**src/rtl/crc_frame_arbiter.sv**
```systemverilog
// Two-requester round-robin arbiter feeding a shared bytewise CRC engine.
// Each grant covers one whole frame; the finished CRC is offered on a valid/ready handshake.
module crc_frame_arbiter #(
    parameter        POLY       = 8'h07,
    parameter        INIT       = 8'h00,
    parameter int    REFLECT    = 0,
    parameter        XOR_OUT    = 8'h00,
    parameter int    DATA_WIDTH = 8
) (
    input  logic                    clk,
    input  logic                    reset,
    input  logic [DATA_WIDTH-1:0]   req0_data_i,
    input  logic                    req0_valid_i,
    input  logic                    req0_last_i,
    output logic                    req0_ready_o,
    input  logic [DATA_WIDTH-1:0]   req1_data_i,
    input  logic                    req1_valid_i,
    input  logic                    req1_last_i,
    output logic                    req1_ready_o,
    output logic [$bits(POLY)-1:0]  crc_o,
    output logic                    crc_src_o,
    output logic [15:0]             len_o,
    output logic                    crc_valid_o,
    input  logic                    crc_ready_i
);
    localparam int CW = $bits(POLY);
    localparam logic [CW-1:0] POLY_L = POLY;
    localparam logic [CW-1:0] INIT_L = INIT;
    localparam logic [CW-1:0] XOR_L  = XOR_OUT;

    typedef enum logic [1:0] {IDLE, BUSY, RESULT} state_t;

    state_t                  state_q, state_d;
    logic                    own_q, own_d;
    logic                    rr_q, rr_d;
    logic [CW-1:0]           crc_q, crc_d;
    logic [15:0]             len_q, len_d;
    logic                    beat_v, beat_last;
    logic [DATA_WIDTH-1:0]   beat_data;
    logic [CW-1:0]           crc_fin;

    // Bytes are optionally mirrored first, then the beat is shifted in MSB-first.
    function automatic logic [CW-1:0] crc_beat(input logic [CW-1:0] c,
                                               input logic [DATA_WIDTH-1:0] d);
        logic [CW-1:0]         r;
        logic [DATA_WIDTH-1:0] x;
        r = c;
        x = d;
        if (REFLECT != 0) begin
            for (int b = 0; b < DATA_WIDTH / 8; b++)
                for (int k = 0; k < 8; k++)
                    x[b*8+k] = d[b*8+7-k];
        end
        for (int i = DATA_WIDTH - 1; i >= 0; i--) begin
            if (r[CW-1] ^ x[i]) r = (r << 1) ^ POLY_L;
            else                r = r << 1;
        end
        return r;
    endfunction

    function automatic logic [CW-1:0] bitrev(input logic [CW-1:0] c);
        logic [CW-1:0] r;
        r = '0;
        for (int i = 0; i < CW; i++) r[i] = c[CW-1-i];
        return r;
    endfunction

    assign beat_v    = own_q ? req1_valid_i : req0_valid_i;
    assign beat_last = own_q ? req1_last_i  : req0_last_i;
    assign beat_data = own_q ? req1_data_i  : req0_data_i;
    assign crc_fin   = ((REFLECT != 0) ? bitrev(crc_q) : crc_q) ^ XOR_L;

    always_comb begin
        state_d      = state_q;
        own_d        = own_q;
        rr_d         = rr_q;
        crc_d        = crc_q;
        len_d        = len_q;
        req0_ready_o = 1'b0;
        req1_ready_o = 1'b0;
        crc_valid_o  = 1'b0;
        case (state_q)
            IDLE: begin
                if (req0_valid_i || req1_valid_i) begin
                    // rr_q holds the last owner; on contention the other side wins.
                    own_d   = (req0_valid_i && req1_valid_i) ? ~rr_q : req1_valid_i;
                    crc_d   = INIT_L;
                    len_d   = '0;
                    state_d = BUSY;
                end
            end
            BUSY: begin
                req0_ready_o = ~own_q;
                req1_ready_o = own_q;
                if (beat_v) begin
                    crc_d = crc_beat(crc_q, beat_data);
                    if (len_q != 16'hFFFF) len_d = len_q + 16'd1;
                    if (beat_last) state_d = RESULT;
                end
            end
            RESULT: begin
                crc_valid_o = 1'b1;
                if (crc_ready_i) begin
                    state_d = IDLE;
                    rr_d    = own_q;
                end
            end
            default: state_d = IDLE;
        endcase
    end

    assign crc_o     = (state_q == RESULT) ? crc_fin : '0;
    assign crc_src_o = (state_q == RESULT) ? own_q   : 1'b0;
    assign len_o     = (state_q == RESULT) ? len_q   : 16'd0;

    always_ff @(posedge clk) begin
        if (reset) begin
            state_q <= IDLE;
            own_q   <= 1'b0;
            rr_q    <= 1'b1;
            crc_q   <= '0;
            len_q   <= '0;
        end else begin
            state_q <= state_d;
            own_q   <= own_d;
            rr_q    <= rr_d;
            crc_q   <= crc_d;
            len_q   <= len_d;
        end
    end
endmodule

```
**config.mk**
```make
export PLATFORM = sky130hd
export DESIGN_NAME = crc_frame_arbiter
export DESIGN_NICKNAME = d
export VERILOG_FILES = /design/src/rtl/crc_frame_arbiter.sv
export SDC_FILE = /design/constraint.sdc
export NUM_CORES = 1
export LEC_CHECK = 0
export CORE_ASPECT_RATIO = 0.5
export CORE_MARGIN = 3
export CORE_UTILIZATION = 48
export DETAILED_ROUTE_END_ITERATION = 10
export PLACE_DENSITY = 0.81
export SLEW_MARGIN = 20
export SYNTH_ARGS = -nofsm -noshare
export SYNTH_HDL_FRONTEND = slang
export SYNTH_SLANG_ARGS = --single-unit
```
**constraint.sdc**
```tcl
create_clock -name clk -period 2.6 [get_ports clk]
set_input_delay 0.65 -clock clk [delete_from_list [all_inputs] [get_ports clk]]
set_output_delay 0.65 -clock clk [all_outputs]
set_load 0.1 [all_outputs]
```
# Word level (Yosys, flattened, before mapping)
# Cells that the tools add are included.
# W data, S select, Z words.
[totals]
reg_bits = 28
latchBits = 0
ram_bits = 0
mem_bits_ro = 0
word_cells = 85
n_memories = 0
[op_classes]
addsub = 1
multipliers = 0
div = 0
order_cmp = 0
n_eq_ne = 8
shift = 0
muxes = 44
n_bitwise = 18
reduce_logical = 9
[ops]
columns = ["cell", "count"]
rows = [
  ["$mux W8", 18],
  ["$mux W16", 4],
  ["$pmux W16 S2", 1],
  ["$mux W3", 8],
  ["$not A3 Y3", 8],
  ["$add A16 B1 Y16 const B", 1],
  ["$ne A16 B16 Y1 const B", 1],
  ["$pmux W8 S2", 1],
  ["$ne A2 B2 Y1 const B", 5],
  ["$mux W2", 4],
  ["$reduce_and A4 Y1", 2],
  ["$xor A1 B1 Y1", 8],
  ["$mux W1", 7],
  ["$pmux W2 S3", 1],
  ["$reduce_and A2 Y1", 2],
  ["$reduce_and A3 Y1", 1],
  ["$eq A2 B1 Y1 const B", 1],
  ["$eq A2 B2 Y1 const B", 1],
  ["$logic_not A2 Y1", 1],
  ["$not A1 Y1", 2],
  ["$reduce_bool A2 Y1", 1],
  ["$logic_and A1 B1 Y1", 1],
  ["$logic_or A1 B1 Y1", 1],
]

# Longest topological paths before layout
[logic_depth]
depth_word = 33
depth_mapped = 8
ltp_nobuf = 6

# Worst setup path after synthesis
# Ideal clock, no wire load.
[synth_path]
kind = "flip-flop to output port"
start = "register state_q[0]"
end = "output port len_o[10]"
arrival_ns = 2.426
required_ns = 1.950
slack_ns = -0.476
stages_incl_launch_ff = 5
path_buffers = 2
cell_sequence = "dfxtp_1 > buf_2 > nor2b_1 > clkbuf_1 > and2_1"
[synth_between]
elab_chain_len = 2
[synth_lines]
columns = ["element", "line", "text"]
rows = [
  ["from (decl)", "33", "state_t state_q, state_d;"],
  ["from (signal assigned)", "124", "state_q <= state_d;"],
  ["$eq A2 B2 Y1", "114", "assign len_o = (state_q == RESULT) ? len_q : 16'd0;"],
  ["$mux W16", "114", ""],
  ["to (decl)", "22", "output logic [15:0] len_o,"],
]
# Every way passes these cells.

# Worst setup path in the final report
[layout_path]
start = "input port req1_valid_i"
end = "register len_q[9]"
[layout_between]
elab_chain_len = 3
word_cells_on_any_way = 5
cone_classes = "2 x eq/ne; 1 x mux; 2 x reduce/logical"
[layout_lines]
columns = ["element", "line", "text"]
rows = [
  ["from (decl)", "17", "input logic req1_valid_i,"],
  ["$mux W1 or $logic_or A1 B1 Y1 (tied branches)", "68, 84", ""],
  ["$ne A2 B2 Y1 (no line)", "--", ""],
  ["$reduce_and A4 Y1 (no line) (*)", "--", ""],
  ["to (signal assigned)", "128", "len_q <= len_d;"],
  ["to (decl)", "37", "logic [15:0] len_q, len_d;"],
]
# Every way passes the cells marked *; elsewhere a longest branch is shown, timed or not.
# A chain may end at the register's enable or synchronous reset.

==> impl_metrics.json <==
{
  "worstPathCellList": "clkdlybuf4s50_1 > nand3b_1 > nand3b_2 > or3_1 > or4_1 > a21oi_1",
  "drc_errors": 0,
  "portBuffers": 50,
  "fill_cells": 251,
  "drive_above_1_share": 0.193,
  "slew_headroom": 0.634,
  "root_buffer": "clkbuf_8",
  "initial_utilization": 0.521,
  "critPathKind": "in -> reg",
  "htree_levels": 1,
  "core-area_mm2": 0.00358,
  "wl_per_cell_um": 14.0,
  "drtAntennaViolNets": 0,
  "multi_input_area_mm2": 0.00124,
  "ys_seq_area_frac": 0.300,
  "synthesis.nets": 245,
  "finalSetupViolations": 0,
  "first_pass_iters": 5,
  "synth_seq_cells": 28,
  "cts.sinks": 28,
  "cpPeakStageDelay_ps": 520,
  "diodes": 0,
  "fp.dieH_um": 50.1,
  "ys_types": 48,
  "crit_path_end_kind": "register",
  "crit_path_start": "req1_valid_i",
  "dp_cells": 322,
  "worst_pin_slew_ps": 547,
  "place_congestion": 0.808,
  "ys.flop_type": "dfxtp_1",
  "synth_edf_count": 0,
  "run_status": "complete, no violations",
  "leakage_nw": 1.01,
  "p_per_area_mw_per_mm2": 382,
  "placed_area_mm2": 0.00274,
  "worst_ir_drop_vdd_uv": 259,
  "grt_pass1_vias": 1667,
  "final_util": 0.775,
  "post-route-min-period_ps": 2320,
  "async_reset_ff_frac": 0,
  "final_cell_mix": "28 x dfxtp_1, 28 x buf_12, 26 x and2_1",
  "rows": 15,
  "slowest_stage": "clkdlybuf4s50_1",
  "drt_iter0_drc": 101,
  "clkTransAtPathRegs_ps": 90,
  "syn_avg_cell_area_um2": 8.45,
  "slew_violations": 0,
  "setup_tns_ps": 0,
  "final_cells": 325,
  "area_growth_syn_to_layout_pct": 48.7,
  "dieArea_mm2": 0.00472,
  "cts_buffer_depth": 2,
  "cts_setup_buffers": 0,
  "cts-resized-gates": 0,
  "critPathRequiredTime_ps": 2810,
  "wl_um": 4540,
  "skew_ps": 4.03,
  "cts_made_buffers": 3,
  "vias": 1849,
  "nets": 300,
  "syn_inst": 221,
  "seq_area_um2": 561,
  "hold_path.class": "reg -> reg",
  "dp_hpwl_um": 3480,
  "antenna_found_initial": 0,
  "grt_max_degree": 20,
  "cts_tree": "built",
  "finalHoldViolations": 0,
  "grt_util_all_layers": 0.194,
  "io_pins": 51,
  "ctsHoldBuffers": 0,
  "crit_arrival_ps": 2530,
  "die_x_um": 94.2,
  "worstReg2RegStart": "len_q[0]$_SDFFE_PP0P_",
  "clock_latency_ps": 270,
  "max_freq_mhz": 431,
  "grt_pass1_wl_um": 7430,
  "startpoint_type": "primary input",
  "yosys_warnings": 0,
  "vias_per_cell": 5.69,
  "min_period_over_period": 0.892,
  "cp_max_fo": 5,
  "grt_setup_unrepaired": "false",
  "gr-total-overflow": 0,
  "worstHoldStart": "crc_fin[4]$_SDFFE_PP0P_",
  "finalPower_mw": 1.06,
  "design_area_mm2": 0.00278,
  "drv_cap": 0,
  "netlist_area_mm2": 0.00187
}
[metal layers]
layer	GRT usage	part of all wire
met1	0.235	0.45
met2	0.353	0.49
met4	0.0360	0.0035
met3	0.0427	0.050
met5	0	0
[state kept, by name, indices dropped and copies added (netlist names)]
name	cells
crc_fin	8
own_q	1
state_q	2
rr_q	1
len_q	16
[through the flow]
step	hold WS, ps	setup slack (ps)
after CTS	502	281
after global placement	471	58.8
after floorplan	456	18.0
after detailed placement	489	3.18
final	498	282
after global routing	540	176
[power breakdown]
group	internal [mW]	total, mW	switching [mW]
clock network	0.104	0.239	0.135
logic	0.175	0.352	0.177
registers	0.446	0.470	0.0234
[path summary, 6_finish.rpt]
kind	cells after the start	end	slack, ps
worst max-delay path	6	len_q[9]$_SDFFE_PP0P_	280
worst min-delay path	2	crc_fin[4]$_SDFFE_PP0P_	500
worst max register to register	5	len_q[8]$_SDFFE_PP0P_	500
worst min register to register	2	crc_fin[4]$_SDFFE_PP0P_	500
[synth_stat cells, types with 3 or more instances]
| cell type | count | share of area |
|---|---|---|
| o21ai_0 | 3 | 0.0080 |
| a21oi_1 | 16 | 0.043 |
| dfxtp_1 | 28 | 0.30 |
| nor2_1 | 14 | 0.028 |
| xnor2_1 | 11 | 0.052 |
| o31ai_1 | 8 | 0.032 |
| nor3_1 | 3 | 0.0080 |
| nand4_1 | 7 | 0.023 |
| a22o_1 | 6 | 0.028 |
| nand2_1 | 13 | 0.026 |
| or4_1 | 9 | 0.036 |
| mux2i_1 | 10 | 0.054 |
| and2_1 | 26 | 0.087 |
| or3_1 | 4 | 0.013 |
| nor2b_1 | 4 | 0.013 |
| clkbuf_1 | 5 | 0.010 |
| xor2_1 | 10 | 0.047 |
| nand3_1 | 6 | 0.016 |
[worst max-delay path: cells and delay by family]
family	cells	cell delay (ps)
buffers and inverters	1	520
AO/OA/AOI/OAI	1	160
AND/OR/NAND/NOR	4	1200
[area by class of cell]
class / instances / area share
flip-flops and latches: 28 / 0.202
multi-input cells: 180 / 0.447
repair buffers: 61 / 0.311
inverters: 2 / 0.00270
well taps: 51 / 0.0230
clock buffers: 3 / 0.0149
[cells by family after synthesis]
kind of cell | after synthesis | share of synthesized area
AOI/OAI and AO/OA | 45 | 0.164
xor gates and xnor gates | 23 | 0.123
adders and majority gates | 1 | 0.00670
buffers and inverters | 13 | 0.0369
DFF | 28 | 0.300
muxes | 10 | 0.0536
and+or+nand+nor | 101 | 0.315
Note: power is estimated with default switching activity, not from simulation.
